## config.mk

```make
export PLATFORM = sky130hd
export DESIGN_NAME = tl_sink_flat
export DESIGN_NICKNAME = d
export VERILOG_FILES = /design/src/rtl/tl_sink_if.sv /design/src/rtl/tl_sink.sv /design/src/flat_wrapper.sv
export SDC_FILE = /design/constraint.sdc
export NUM_CORES = 1
export LEC_CHECK = 0
export CORE_UTILIZATION = 51
export CTS_CLUSTER_SIZE = 40
export DETAILED_ROUTE_END_ITERATION = 6
export GPL_TIMING_DRIVEN = 0
export PLACE_DENSITY = 0.87
export SYNTH_ARGS = -nofsm -noshare
export SYNTH_HDL_FRONTEND = slang
export SYNTH_SLANG_ARGS = --single-unit
```

## constraint.sdc

```tcl
create_clock -name clk -period 3.74 [get_ports clk]
set_clock_uncertainty 0.1 [all_clocks]
set_input_delay 0.561 -clock clk [delete_from_list [all_inputs] [get_ports clk]]
set_output_delay 0.561 -clock clk [all_outputs]
set_load 0.01 [all_outputs]
```

## src/rtl/tl_sink_if.sv

```systemverilog
// tl_sink_if -- bundle of egress-FIFO, output and counter-readout signals
// for the tl_sink block.
//
// Optional feature macro: TL_SINK_CLASS_CHK_EN adds the err flag.
//
// Signals (direction as seen by the sink, modport slave):
//   data_in0..3  in  12  FIFO read data, valid the cycle after the pop
//   empty0..3    in   1  FIFO empty flags
//   pop0..3      out  1  FIFO read strobes, one-hot or zero
//   init         in   1  clear-and-hold request
//   stall        in   1  blocks issue of new pops
//   data_out     out 12  captured word
//   valid        out  1  data_out qualifier
//   chan         out  2  source channel of data_out
//   req          in   1  counter read request
//   idx          in   2  counter select
//   contador     out  5  counter readout
//   cnt_valid    out  1  contador qualifier
//   idle         out  1  sink drained and quiescent
//   err          out  1  sticky class mismatch (TL_SINK_CLASS_CHK_EN only)
interface tl_sink_if;
  logic [11:0] data_in0, data_in1, data_in2, data_in3;
  logic        empty0, empty1, empty2, empty3;
  logic        pop0, pop1, pop2, pop3;
  logic        init;
  logic        stall;
  logic [11:0] data_out;
  logic        valid;
  logic [1:0]  chan;
  logic        req;
  logic [1:0]  idx;
  logic [4:0]  contador;
  logic        cnt_valid;
  logic        idle;
`ifdef TL_SINK_CLASS_CHK_EN
  logic        err;
`endif

  modport slave (
    input  data_in0, data_in1, data_in2, data_in3,
    input  empty0, empty1, empty2, empty3,
    input  init, stall, req, idx,
`ifdef TL_SINK_CLASS_CHK_EN
    output err,
`endif
    output pop0, pop1, pop2, pop3,
    output data_out, valid, chan, contador, cnt_valid, idle
  );

  modport master (
    output data_in0, data_in1, data_in2, data_in3,
    output empty0, empty1, empty2, empty3,
    output init, stall, req, idx,
`ifdef TL_SINK_CLASS_CHK_EN
    input  err,
`endif
    input  pop0, pop1, pop2, pop3,
    input  data_out, valid, chan, contador, cnt_valid, idle
  );
endinterface

```

## src/rtl/tl_sink.sv

```systemverilog
// tl_sink -- drains four egress FIFOs round-robin, one word per cycle,
// presents each word with its channel two cycles after the pop, and keeps
// a saturating 5-bit word counter per channel readable through req/idx.
//
// Optional feature macro: TL_SINK_CLASS_CHK_EN. When defined, a word whose
// data[11:10] differs from its channel raises a sticky err and is not
// counted (it is still delivered on data_out).
//
// Ports:
//   clk    in  rising-edge clock
//   reset  in  asynchronous active-low reset
//   bus    tl_sink_if.slave (FIFO side, output side, counter readout)
//
// state    | meaning
// ---------+-----------------------------------------------------------
// S_RESET  | held while reset is low; leaves on the first clk edge after
// S_INIT   | counters/pointer cleared, no pops, held while init=1
// S_IDLE   | no pops; waits for a non-empty FIFO with stall=0
// S_ACTIVE | pops one non-empty FIFO per cycle unless stalled
module tl_sink (
  input  logic     clk,
  input  logic     reset,
  tl_sink_if.slave bus
);

  typedef enum logic [1:0] {
    S_RESET  = 2'd0,
    S_INIT   = 2'd1,
    S_IDLE   = 2'd2,
    S_ACTIVE = 2'd3
  } state_t;

  state_t      state_q, state_d;
  logic [1:0]  ptr_q, ptr_d;
  logic [3:0]  empty;
  logic [11:0] din [4];
  logic [3:0]  pop_vec;
  logic [1:0]  pop_ch;
  logic        pop_any;
  logic [1:0]  cand;

  logic        p1_vld_q;
  logic [1:0]  p1_ch_q;
  logic        valid_q;
  logic [11:0] data_out_q;
  logic [1:0]  chan_q;
  logic [4:0]  cnt_q [4];
  logic [4:0]  contador_q;
  logic        cnt_valid_q;

  logic [11:0] din_sel;
  logic        accept;
  logic        count_ok;
  logic        rd_en;

  assign empty = {bus.empty3, bus.empty2, bus.empty1, bus.empty0};
  assign din[0] = bus.data_in0;
  assign din[1] = bus.data_in1;
  assign din[2] = bus.data_in2;
  assign din[3] = bus.data_in3;

  // Pop selection and next state. init suppresses any pop in the same cycle
  // so nothing is left in flight when INIT is entered.
  always_comb begin
    state_d = state_q;
    ptr_d   = ptr_q;
    pop_vec = '0;
    pop_ch  = '0;
    pop_any = 1'b0;
    cand    = '0;

    if (state_q == S_ACTIVE && !bus.stall && !bus.init) begin
      for (int i = 0; i < 4; i++) begin
        cand = ptr_q + 2'(i);
        if (!pop_any && !empty[cand]) begin
          pop_any = 1'b1;
          pop_ch  = cand;
        end
      end
    end

    if (pop_any) begin
      pop_vec[pop_ch] = 1'b1;
      ptr_d           = pop_ch + 2'd1;
    end

    case (state_q)
      S_RESET:  state_d = S_INIT;
      S_INIT:   if (!bus.init) state_d = S_IDLE;
      S_IDLE:   if (empty != 4'hF && !bus.stall) state_d = S_ACTIVE;
      S_ACTIVE: if (empty == 4'hF && !p1_vld_q) state_d = S_IDLE;
      default:  state_d = S_RESET;
    endcase

    if (bus.init) begin
      state_d = S_INIT;
      ptr_d   = '0;
    end
  end

  // The FIFO word popped last cycle is on din[p1_ch_q] now.
  assign din_sel = din[p1_ch_q];
  assign accept  = p1_vld_q && !bus.init;
  assign rd_en   = bus.req && (state_q != S_RESET);

`ifdef TL_SINK_CLASS_CHK_EN
  logic err_q;
  assign count_ok = (din_sel[11:10] == p1_ch_q);
  assign bus.err  = err_q;
`else
  assign count_ok = 1'b1;
`endif

  always_ff @(posedge clk or negedge reset) begin
    if (!reset) begin
      state_q     <= S_RESET;
      ptr_q       <= '0;
      p1_vld_q    <= 1'b0;
      p1_ch_q     <= '0;
      valid_q     <= 1'b0;
      data_out_q  <= '0;
      chan_q      <= '0;
      contador_q  <= '0;
      cnt_valid_q <= 1'b0;
      for (int i = 0; i < 4; i++) cnt_q[i] <= '0;
`ifdef TL_SINK_CLASS_CHK_EN
      err_q       <= 1'b0;
`endif
    end else begin
      state_q  <= state_d;
      ptr_q    <= ptr_d;
      p1_vld_q <= pop_any;
      p1_ch_q  <= pop_ch;
      valid_q  <= accept;
      if (accept) begin
        data_out_q <= din_sel;
        chan_q     <= p1_ch_q;
      end

      // Readout samples the counters before this edge's increment.
      cnt_valid_q <= rd_en;
      if (rd_en) contador_q <= cnt_q[bus.idx];

      for (int i = 0; i < 4; i++) begin
        if (bus.init)
          cnt_q[i] <= '0;
        else if (accept && count_ok && p1_ch_q == 2'(i) && cnt_q[i] != 5'd31)
          cnt_q[i] <= cnt_q[i] + 5'd1;
      end

`ifdef TL_SINK_CLASS_CHK_EN
      if (bus.init)
        err_q <= 1'b0;
      else if (accept && !count_ok)
        err_q <= 1'b1;
`endif
    end
  end

  assign bus.pop0      = pop_vec[0];
  assign bus.pop1      = pop_vec[1];
  assign bus.pop2      = pop_vec[2];
  assign bus.pop3      = pop_vec[3];
  assign bus.data_out  = data_out_q;
  assign bus.valid     = valid_q;
  assign bus.chan      = chan_q;
  assign bus.contador  = contador_q;
  assign bus.cnt_valid = cnt_valid_q;
  assign bus.idle      = (state_q == S_IDLE) && !p1_vld_q && !valid_q;

endmodule

```

## src/flat_wrapper.sv

```systemverilog
// flat-port wrapper written by rule: the top's interface ports become plain ports
module tl_sink_flat 
  (clk, reset, bus_data_in0, bus_data_in1, bus_data_in2, bus_data_in3, bus_empty0, bus_empty1, bus_empty2, bus_empty3, bus_init, bus_stall, bus_req, bus_idx, bus_pop0, bus_pop1, bus_pop2, bus_pop3, bus_data_out, bus_valid, bus_chan, bus_contador, bus_cnt_valid, bus_idle);
  tl_sink_if bus_i ();
  input  logic clk;
  input  logic reset;
  input wire logic [$bits(bus_i.data_in0)-1:0] bus_data_in0;
  input wire logic [$bits(bus_i.data_in1)-1:0] bus_data_in1;
  input wire logic [$bits(bus_i.data_in2)-1:0] bus_data_in2;
  input wire logic [$bits(bus_i.data_in3)-1:0] bus_data_in3;
  input wire logic [$bits(bus_i.empty0)-1:0] bus_empty0;
  input wire logic [$bits(bus_i.empty1)-1:0] bus_empty1;
  input wire logic [$bits(bus_i.empty2)-1:0] bus_empty2;
  input wire logic [$bits(bus_i.empty3)-1:0] bus_empty3;
  input wire logic [$bits(bus_i.init)-1:0] bus_init;
  input wire logic [$bits(bus_i.stall)-1:0] bus_stall;
  input wire logic [$bits(bus_i.req)-1:0] bus_req;
  input wire logic [$bits(bus_i.idx)-1:0] bus_idx;
  output wire logic [$bits(bus_i.pop0)-1:0] bus_pop0;
  output wire logic [$bits(bus_i.pop1)-1:0] bus_pop1;
  output wire logic [$bits(bus_i.pop2)-1:0] bus_pop2;
  output wire logic [$bits(bus_i.pop3)-1:0] bus_pop3;
  output wire logic [$bits(bus_i.data_out)-1:0] bus_data_out;
  output wire logic [$bits(bus_i.valid)-1:0] bus_valid;
  output wire logic [$bits(bus_i.chan)-1:0] bus_chan;
  output wire logic [$bits(bus_i.contador)-1:0] bus_contador;
  output wire logic [$bits(bus_i.cnt_valid)-1:0] bus_cnt_valid;
  output wire logic [$bits(bus_i.idle)-1:0] bus_idle;
  assign bus_i.data_in0 = bus_data_in0;
  assign bus_i.data_in1 = bus_data_in1;
  assign bus_i.data_in2 = bus_data_in2;
  assign bus_i.data_in3 = bus_data_in3;
  assign bus_i.empty0 = bus_empty0;
  assign bus_i.empty1 = bus_empty1;
  assign bus_i.empty2 = bus_empty2;
  assign bus_i.empty3 = bus_empty3;
  assign bus_i.init = bus_init;
  assign bus_i.stall = bus_stall;
  assign bus_i.req = bus_req;
  assign bus_i.idx = bus_idx;
  assign bus_pop0 = bus_i.pop0;
  assign bus_pop1 = bus_i.pop1;
  assign bus_pop2 = bus_i.pop2;
  assign bus_pop3 = bus_i.pop3;
  assign bus_data_out = bus_i.data_out;
  assign bus_valid = bus_i.valid;
  assign bus_chan = bus_i.chan;
  assign bus_contador = bus_i.contador;
  assign bus_cnt_valid = bus_i.cnt_valid;
  assign bus_idle = bus_i.idle;
  tl_sink u_core (.clk(clk), .reset(reset), .bus(bus_i));
endmodule
```

==> results of run 1 <==
cell usage after synthesis, types with 3 or more instances:
master    number  area [um^2]
or4_1          3        22.52
or3_1          4        25.02
a21oi_1        9        45.04
mux2_2        20        225.2
o311ai_0       5        43.79
dfrtp_1       48         1201
mux4_2        17        382.9
nor2_1         5        18.77
clkbuf_1       7        26.28
nor2b_1        4        25.02
o21ai_0       13        65.06
nand3_1       13        65.06
inv_1          7        26.28
nand2_1       11        41.29
buf_2          3        15.01
ha_1          12        150.1
mux2i_1        4        40.04
and3_1        11        68.82
where the power goes:
| group | switching [W] | total, W | internal, W |
|---|---|---|---|
| sequential | 0.0000272 | 0.000594 | 0.000567 |
| clock | 0.000166 | 0.000317 | 0.000151 |
| combinational | 0.000108 | 0.000294 | 0.000186 |
| total | 0.000301 | 0.00120 | 0.000904 |
kinds of logic after synthesis:
family	Yosys count	synth area share
adders and majority gates	12	0.05489
buffers and inverters	19	0.03065
AOI/OAI and AO/OA	41	0.09744
DFF	48	0.4392
muxes	41	0.2370
and+or+nand+nor	67	0.1409
state kept, by name, summed over array words and instances, names as in the netlist:
signal,count
u_core.bus.chan,2
u_core.p1_vld_q,1
u_core.cnt_q,20
u_core.state_q,2
u_core.p1_ch_q,2
u_core.bus.valid,1
u_core.bus.cnt_valid,1
u_core.ptr_q,2
u_core.bus.contador,5
u_core.bus.data_out,12
critical path: cells and delay by family:
kind / cells / cell delay (ns)
fa+ha+maj: 1 / 0.24
simple gates: 2 / 0.41
buf+inv: 2 / 1.01
compound gates: 2 / 0.70
layout make-up:
type / instances / area [um^2]
timing repair buffer: 83 / 835.8
buffer: 12 / 57.56
inverter: 7 / 26.28
sequential: 48 / 1201
fill: 384 / 1391
tap: 70 / 87.58
clock buffer: 8 / 90.09
multi-input combinational: 161 / 1450
metrics by stage:
stage	utilization	total power (W)	cell area, um^2	instances
CTS	0.7293	0.001208	3749	389
global route	0.7293	0.001261	3749	389
floorplan	-	0.0007077	2735	228
detailed placement	0.7118	0.0008985	3659	381
global placement	0.7089	0.0008822	3643	380
finish	0.7293	0.001204	3749	389
metal layers:
layer  vias to the layer above  share of wire
met1                      1139           0.39
met3                        14          0.063
met2                        96           0.53
li1                       1061              -
met5                         -              0
met4                         0          0.020
cell usage in the layout (no fill, tap or decap), types with 5 or more instances in the layout:
| cell | count |
|---|---|
| clkdlybuf4s50_1 | 81 |
| dfrtp_1 | 48 |
| mux2_2 | 20 |
| mux4_2 | 17 |
| o21ai_0 | 13 |
| nand3_1 | 13 |
| ha_1 | 12 |
| and3_1 | 11 |
| nand2_1 | 11 |
| clkbuf_1 | 9 |
| a21oi_1 | 9 |
| inv_1 | 7 |
| clkbuf_8 | 6 |
| o311ai_0 | 5 |
| nor2_1 | 5 |
worst paths after layout:
check                                                      to  slack (ns)
setup reg to reg                 u_core.cnt_q[18]$_DFFE_PN0P_        1.58
hold / removal                   u_core.cnt_q[12]$_DFFE_PN0P_        0.11
hold reg to reg            u_core.bus.data_out[3]$_DFFE_PN0P_        0.41
max in group asynchronous         u_core.ptr_q[0]$_DFFE_PN0P_        2.92
min in group clk           u_core.bus.data_out[3]$_DFFE_PN0P_        0.41
setup / recovery                                     bus_pop3        0.16
==> flow_summary.yaml, run 1 <==
yosys:
  netlist_area_mm2: 0.002735
  ys_seq_area_frac: 0.4392
  synth_flop_cell: "dfrtp_1"
  synth_cell_types: 45
  ys_ff_latch: 48
  synthesis.yosys.warnings: 0
  netlist_instances: 228
  syn_nets: 299
  syn_area_per_cell_um2: 12.00
  synth_edf_count: 0
  synth-async-reset-ratio: 1.000
detailed_routing:
  post_drt_wl_per_cell_um: 18.17
  antenna_left: 0
  drt_iter0_drc: 239
  drcViolationCount: 0
  firstDrtPassIters: 4
  drt-vias-per-instance: 5.938
  routed_wirelength_um: 7068
  vias: 2310
floorplanning:
  die_w_um: 75.23
  dieArea_mm2: 0.005660
  rows: 26
  die_y_um: 75.23
  start_util: 0.5321
  ioPinCount: 85
  core-area_mm2: 0.005140
power_and_ir_drop:
  max-vdd-ir-drop_uv: 162.0
  p_per_area_mw_per_mm2: 321.3
  p_leak_nw: 1.626
placed_design:
  numPortBuffers: 82
  place_congestion: 0.8129
  dpl_worst_slack_ns: 0.1399
  dp_hpwl_um: 5361
layout:
  final_nets: 389
  area_growth_pct: 37.05
  n_antenna_cell: 0
  drive_above_1_share: 0.1724
clock_tree:
  cts_root_buf: "clkbuf_8"
  cts_resized: 0
  insertion_delay_ns: 0.29
  numCtsBuffers: 5
  clock_sinks: 48
  cts_tree: "yes"
  post_cts_buffers: 0
  h-tree-depth: 2
  clk_pin_slew_worst_paths_ns: 0.08
  cts_buffer_depth: 2
  ctsHoldBuffers: 0
timing:
  finalCriticalPeriod_ns: 3.585
  setup_tns_ns: 0
  relSlewSlack: 0.4285
  fin_ws_ns: 0.1552
  timing_hold_violations_final: 0
  worst_slew_pin_slew_ns: 0.8555
  max_freq_mhz: 279.0
  rsz0062_at_grt: "false"
  fin_crit_sh: 0.9585
  setup_viol: 0
  holdWs_ns: 0.1085
  slew_viol_final: 0
global_routing:
  globalRouteOverflowTotal: 0
  grt_antenna_before_repair: 0
  grt.total_usage: 0.2705
  grt_max_degree: 30
  grt_util_met3: 0.05355
  grtUsageMet1: 0.3179
  met2_usage: 0.5005
  grt_busiest_layer: "met2"
  grt_pass1_wl_um: 11250
  grt_pass1_vias: 2292
critical_path:
  cp-startpoint: "bus_empty0"
  crit_type: "in -> out"
  reg2reg_depth: 6
  worst-endpoint-required_ns: 3.08
  max_stage_delay_ns: 0.53
  cp-end-kind: "output port"
  worstPathCellList: "clkdlybuf4s50_1, nor3b_1, o21ai_0, a221oi_1, ha_1, and3_1, clkdlybuf4s50_1"
  critPathLaunchType: "input port"
  crit_path_max_fanout: 6
  cp.arrival_ns: 2.92
  slowest_stage: "a221oi_1"
  reg2reg_from: "u_core.cnt_q[15]$_DFFE_PN0P_"
  cpMostUsedCell: "clkdlybuf4s50_1"
hold_path:
  hold_path.class: "in -> async"
flow_run:
  drv_cap: 0
outcome:
  status: "completed"
No activity file was read; power rests on OpenSTA's default activity.
==> run 2: changes to the inputs <==
--- a/config.mk
+++ b/config.mk
@@ -5,6 +5,7 @@
 export SDC_FILE = /design/constraint.sdc
 export NUM_CORES = 1
 export LEC_CHECK = 0
+export CORE_MARGIN = 4
 export CORE_UTILIZATION = 51
 export CTS_CLUSTER_SIZE = 40
 export DETAILED_ROUTE_END_ITERATION = 6
==> flow_summary.yaml, run 2 (synthesized netlist as in run 1, its figures left out) <==
detailed_routing:
  post_drt_wl_per_cell_um: 18.25
  routed_wirelength_um: 7099
  drcViolationCount: 0
  antenna_left: 0
  firstDrtPassIters: 4
  drt_iter0_drc: 156
  vias: 2291
  drt-vias-per-instance: 5.889
global_routing:
  globalRouteOverflowTotal: 0
  grt_antenna_before_repair: 0
  grt_max_degree: 34
  grt_pass1_vias: 2404
  grt_pass1_wl_um: 11700
  grt.total_usage: 0.2349
floorplanning:
  die_w_um: 81.23
  die_y_um: 81.23
  start_util: 0.5321
  dieArea_mm2: 0.006598
  rows: 26
  ioPinCount: 85
  core-area_mm2: 0.005140
power_and_ir_drop:
  clkPwrFrac: 0.297
  combPwrFrac: 0.232
  p_per_area_mw_per_mm2: 335.5
  p_leak_nw: 1.636
  power.share.sequential: 0.471
  p_total_w: 0.001264
  max-vdd-ir-drop_uv: 178.7
  p_sw_w: 0.0003125
  p_sw_frac: 0.2473
  power.internal_w: 0.0009510
clock_tree:
  cts_tree: "yes"
  h-tree-depth: 2
  post_cts_buffers: 0
  ctsHoldBuffers: 0
  cts_resized: 0
  clock_sinks: 48
  clk_pin_slew_worst_paths_ns: 0.09
  cts_buffer_depth: 2
  numCtsBuffers: 5
  cts_root_buf: "clkbuf_8"
  insertion_delay_ns: 0.31
outcome:
  status: "completed"
timing:
  timing_hold_violations_final: 0
  relSlewSlack: 0.4761
  worst_slew_pin_slew_ns: 0.7841
  finalCriticalPeriod_ns: 3.567
  setup_tns_ns: 0
  fin_crit_sh: 0.9539
  max_freq_mhz: 280.3
  slew_viol_final: 0
  rsz0062_at_grt: "false"
  setup_viol: 0
critical_path:
  crit_path_max_fanout: 6
  critPathLaunchType: "input port"
  cp.arrival_ns: 2.91
  crit_type: "in -> out"
  reg2reg_from: "u_core.ptr_q[1]$_DFFE_PN0P_"
  reg2reg_slack_ns: 1.60
  cp-end-kind: "output port"
  reg2reg_to: "u_core.ptr_q[1]$_DFFE_PN0P_"
  reg2reg_depth: 7
  worst-endpoint-required_ns: 3.08
layout:
  largest_register_ffs: 20
  layout_commonest_cell: "clkdlybuf4s50_1"
  fin_util: 0.7327
  final_nets: 389
  final_cell_mix: "clkdlybuf4s50_1, dfrtp_1, mux2_2"
  drive_above_1_share: 0.1755
  area_growth_pct: 37.69
  n_antenna_cell: 0
  finalNonFillerCells: 389
  regMostFlops: "u_core.cnt_q"
placed_design:
  dp_hpwl_um: 5464
  numPortBuffers: 82
  place_congestion: 0.8328
  dp_cells: 381
flow_run:
  drv_cap: 0
hold_path:
  hold_path.class: "in -> async"
## run 2: cell count changes in the layout (fill, tap and decap cells not counted)
cell       change
bufinv_16      +1
clkbuf_1       -1
clkbuf_8       -1
clkinv_2       +1
## run 2: layout make-up
class	instances	area (um^2)
well taps	70	87.58
flip-flops and latches	48	1201
fillers	375	1374
clock inverters	2	35.03
inverters	7	26.28
clock buffers	6	72.57
plain buffers	12	57.56
multi-input cells	161	1450
repair buffers	83	835.8
## run 2: critical path: stages
cell             delay (ns)
clkdlybuf4s50_1        0.48
nor3b_1                0.31
o21ai_0                0.17
a221oi_1               0.47
ha_1                   0.23
and3_1                 0.15
clkdlybuf4s50_1        0.54
## run 2: power by group through the flow
stage,registers [W],clock network (W),logic (W)
global route,0.000601,0.000398,0.000313
detailed placement,0.000605,0,0.000296
finish,0.000595,0.000376,0.000293
global placement,0.000600,0,0.000284
CTS,0.000595,0.000379,0.000297
floorplan,0.000623,0,0.0000845
## run 2: worst max-delay path by stage
stage               startpoint  endpoint  slack [ns]  depth (start not counted)
floorplan             bus_init  bus_pop3        1.34                          6
global placement    bus_empty0  bus_pop3        0.24                          7
detailed placement  bus_empty0  bus_pop3        0.21                          7
CTS                 bus_empty0  bus_pop3        0.19                          7
global route        bus_empty0  bus_pop3        0.03                          7
finish              bus_empty0  bus_pop3        0.17                          7
## run 2: stage by stage
step | hold WS [ns] | setup WS (ns) | area (um^2)
after floorplan | 0.1654 | 1.345 | 2735
after global placement | 0.3883 | 0.2384 | 3643
after detailed placement | 0.3921 | 0.2129 | 3659
after CTS | 0.06737 | 0.1898 | 3766
after global routing | 0.07836 | 0.02938 | 3766
final | 0.05223 | 0.1726 | 3766
## run 2: layer usage
layer  track usage  up-vias  wire length (um)
li1              -     1055                 -
met1        0.2683     1133              2662
met2        0.4343       88              3802
met3       0.04324       15               481
met4       0.08615        0               153
met5             0        -                 0
==> edit: new RTL, settings of run 1 <==
Encoding of `state_t`: now Gray code (2 bits for 4 states).
--- a/src/rtl/tl_sink.sv
+++ b/src/rtl/tl_sink.sv
@@ -25,8 +25,8 @@
 
   typedef enum logic [1:0] {
-    S_RESET  = 2'd0,
-    S_INIT   = 2'd1,
-    S_IDLE   = 2'd2,
-    S_ACTIVE = 2'd3
+    S_RESET  = 2'b00,
+    S_INIT   = 2'b01,
+    S_IDLE   = 2'b11,
+    S_ACTIVE = 2'b10
   } state_t;
 
Formal check against the unedited RTL: no difference found for any inputs over 10 cycles, from zero or initial values and one cycle with reset low; not proved beyond that.
==> edit against run 1 <==
- design area rose by 1.4%
- die area up 0.19%
- area after synthesis increased by 0.18%
- sequential share of layout area is 0.45 points lower
- routed wire length decreased by 3.4%
- sequential cell count did not move
- setup slack better by 0.076 ns
- global-route usage is 1.3 points lower
- fmax is 2.2% higher
- clock power is 36% higher
- non-clock buffer count unchanged
- power fell by 1.2%
- first-iteration DRC count down 49%
- synthesized cell count unchanged
==> edit: results (changes against run 1) <==
** Placed design
- The placement-stage worst setup slack came to 0.2409 ns (+0.1011 ns).
- Placed wire-length estimate :: 5163 um (-3.7%)
- Area after DPL :: 3674 um^2 (+0.41%)
- The number of I/O port buffers came to 83 (+1.2%).
- The routability-driven placement congestion ratio came to 0.7835 (-3.6%).
- The cell count after placement came to 382 (+0.26%).

** Global route
- First-pass GRT wire length :: 10,790 um (-4.1%)
- The maximum number of pins on one net before global-route repair came to 32 (+6.7%).
- The routing usage on met2 is 47.42% (-2.6 points).
- Met3 GRT Util :: 5.423% (+0.069 points)
- The via count of the first global-routing pass was 2,323 (+1.4%).
- The global-route usage over all layers came to 25.74% (-1.3 points).
- The met1 track demand over resource in global routing came to 29.42% (-2.4 points).

** Power and ir drop
- Leakage power of the design :: 1.610 nW (-0.97%)
- Peak VDD IR :: 161.1 uV (-0.53%)

** Setup path
- Slowest cell on crit path :: sky130_fd_sc_hd__or4b_4
- The maximum fanout along the worst path is 4 (-2).
- Arrival @ worst endpoint :: 2.85 ns (-0.07 ns)
- The worst-case register-to-register setup slack is 1.55 ns (-0.03 ns).
- The stage delay of the slowest cell on the critical path is 0.56 ns (+0.03 ns).
- The critical path ends at bus_pop2.
- In this run the worst setup path begins at bus_stall.

** Logic synthesis
- Leading post-synthesis cells by cell area :: sky130_fd_sc_hd__dfrtp_1, sky130_fd_sc_hd__mux4_2, sky130_fd_sc_hd__mux2_2, sky130_fd_sc_hd__ha_1, sky130_fd_sc_hd__a21oi_1
- Ranked by instance count, the synthesized netlist is headed by sky130_fd_sc_hd__dfrtp_1, sky130_fd_sc_hd__mux2_2, sky130_fd_sc_hd__mux4_2, sky130_fd_sc_hd__a21oi_1, sky130_fd_sc_hd__ha_1.
- The count of different cell masters after synthesis is 37 (-18%).
- Share of synthesized area occupied by flip-flops and latches :: 43.84% (-0.080 points)

** Routing
- The amount of wire on met3 after detailed routing came to 364 um (-18%).
- The iteration-0 DRC count of the detailed router came to 122 (-49%).
- Routed length on met2 :: 3605 um (-3.4%)
- M1 wire length :: 2706 um (-1.5%)
- Post-detailed-routing wire length :: 6825 um (-3.4%)
- The per-cell via count in the routed design came to 5.810 (-2.2%).

** Clock network
- Count of H-tree levels built during CTS :: 2 (unchanged)
- Root Driver :: sky130_fd_sc_hd__clkbuf_8

** Outcome
- Result of the run :: complete, no violations

** Timing
- Worst Hold Slack :: 0.08309 ns (-0.02545 ns)
- Worst setup slack after layout :: 0.2315 ns (+0.07631 ns)
- The worst slew margin relative to its limit was 57.58% (+15 points).

** Cells and area
- The number of nets at the end of the flow is 390 (+0.26%).
- The filler cell count was 378 (-1.6%).
- Proportion of layout cells with a drive suffix above 1 :: 18.18% (+0.94 points)
- Ranked by flip-flop count, first place goes to u_core.cnt_q.
[edit: changes by cell type after synthesis, sizes merged, moves of 3 or more]
| cell | run 1 | this run |
|---|---|---|
| and3 | 11 | 4 |
| a21oi | 9 | 15 |
| nor2 | 5 | 9 |
| o31ai | 1 | 5 |
| mux2 | 20 | 23 |
| nand2b | 2 | 5 |
| nand2 | 11 | 5 |
| and2 | 2 | 6 |
| o311ai | 5 | 0 |
| nor2b | 4 | 8 |
[edit: cell type report]
cell class / count / area (um^2) / share of cell area (%)
Buffer: 11 / 47.55 / 1.250
Tap cell: 70 / 87.58 / 2.303
Inverter: 6 / 22.52 / 0.5923
Timing Repair Buffer: 84 / 845.8 / 22.24
Sequential cell: 48 / 1201 / 31.59
Clock inverter: 2 / 60.06 / 1.579
Multi-Input combinational cell: 163 / 1469 / 38.63
Clock buffer: 5 / 68.82 / 1.810
[edit: report_power, final]
group          total (mW)  leakage, nW  internal (mW)  switching, mW
combinational       0.200        0.903          0.130         0.0693
sequential          0.559        0.643          0.544         0.0150
clock               0.431       0.0642          0.263          0.168
total                1.19         1.61          0.938          0.252
[edit: worst max-delay path, delay by kind of cell]
| kind | cells | cell delay (ns) |
|---|---|---|
| buffers and inverters | 2 | 0.97 |
| AO/OA/AOI/OAI | 1 | 0.41 |
| adder cells (fa/ha/maj) | 1 | 0.22 |
| AND/OR/NAND/NOR | 2 | 0.68 |
[edit: kinds of logic (layout without fill, tap and decap cells)]
group / after synthesis / count (layout) / synth area share [%]
adder cells (fa/ha/maj): 12 / 12 / 5.479
AO/OA/AOI/OAI: 40 / 40 / 8.813
buffers and inverters: 17 / 108 / 2.557
multiplexers: 44 / 44 / 24.89
AND/OR/NAND/NOR: 67 / 67 / 14.43
flip-flops: 48 / 48 / 43.84
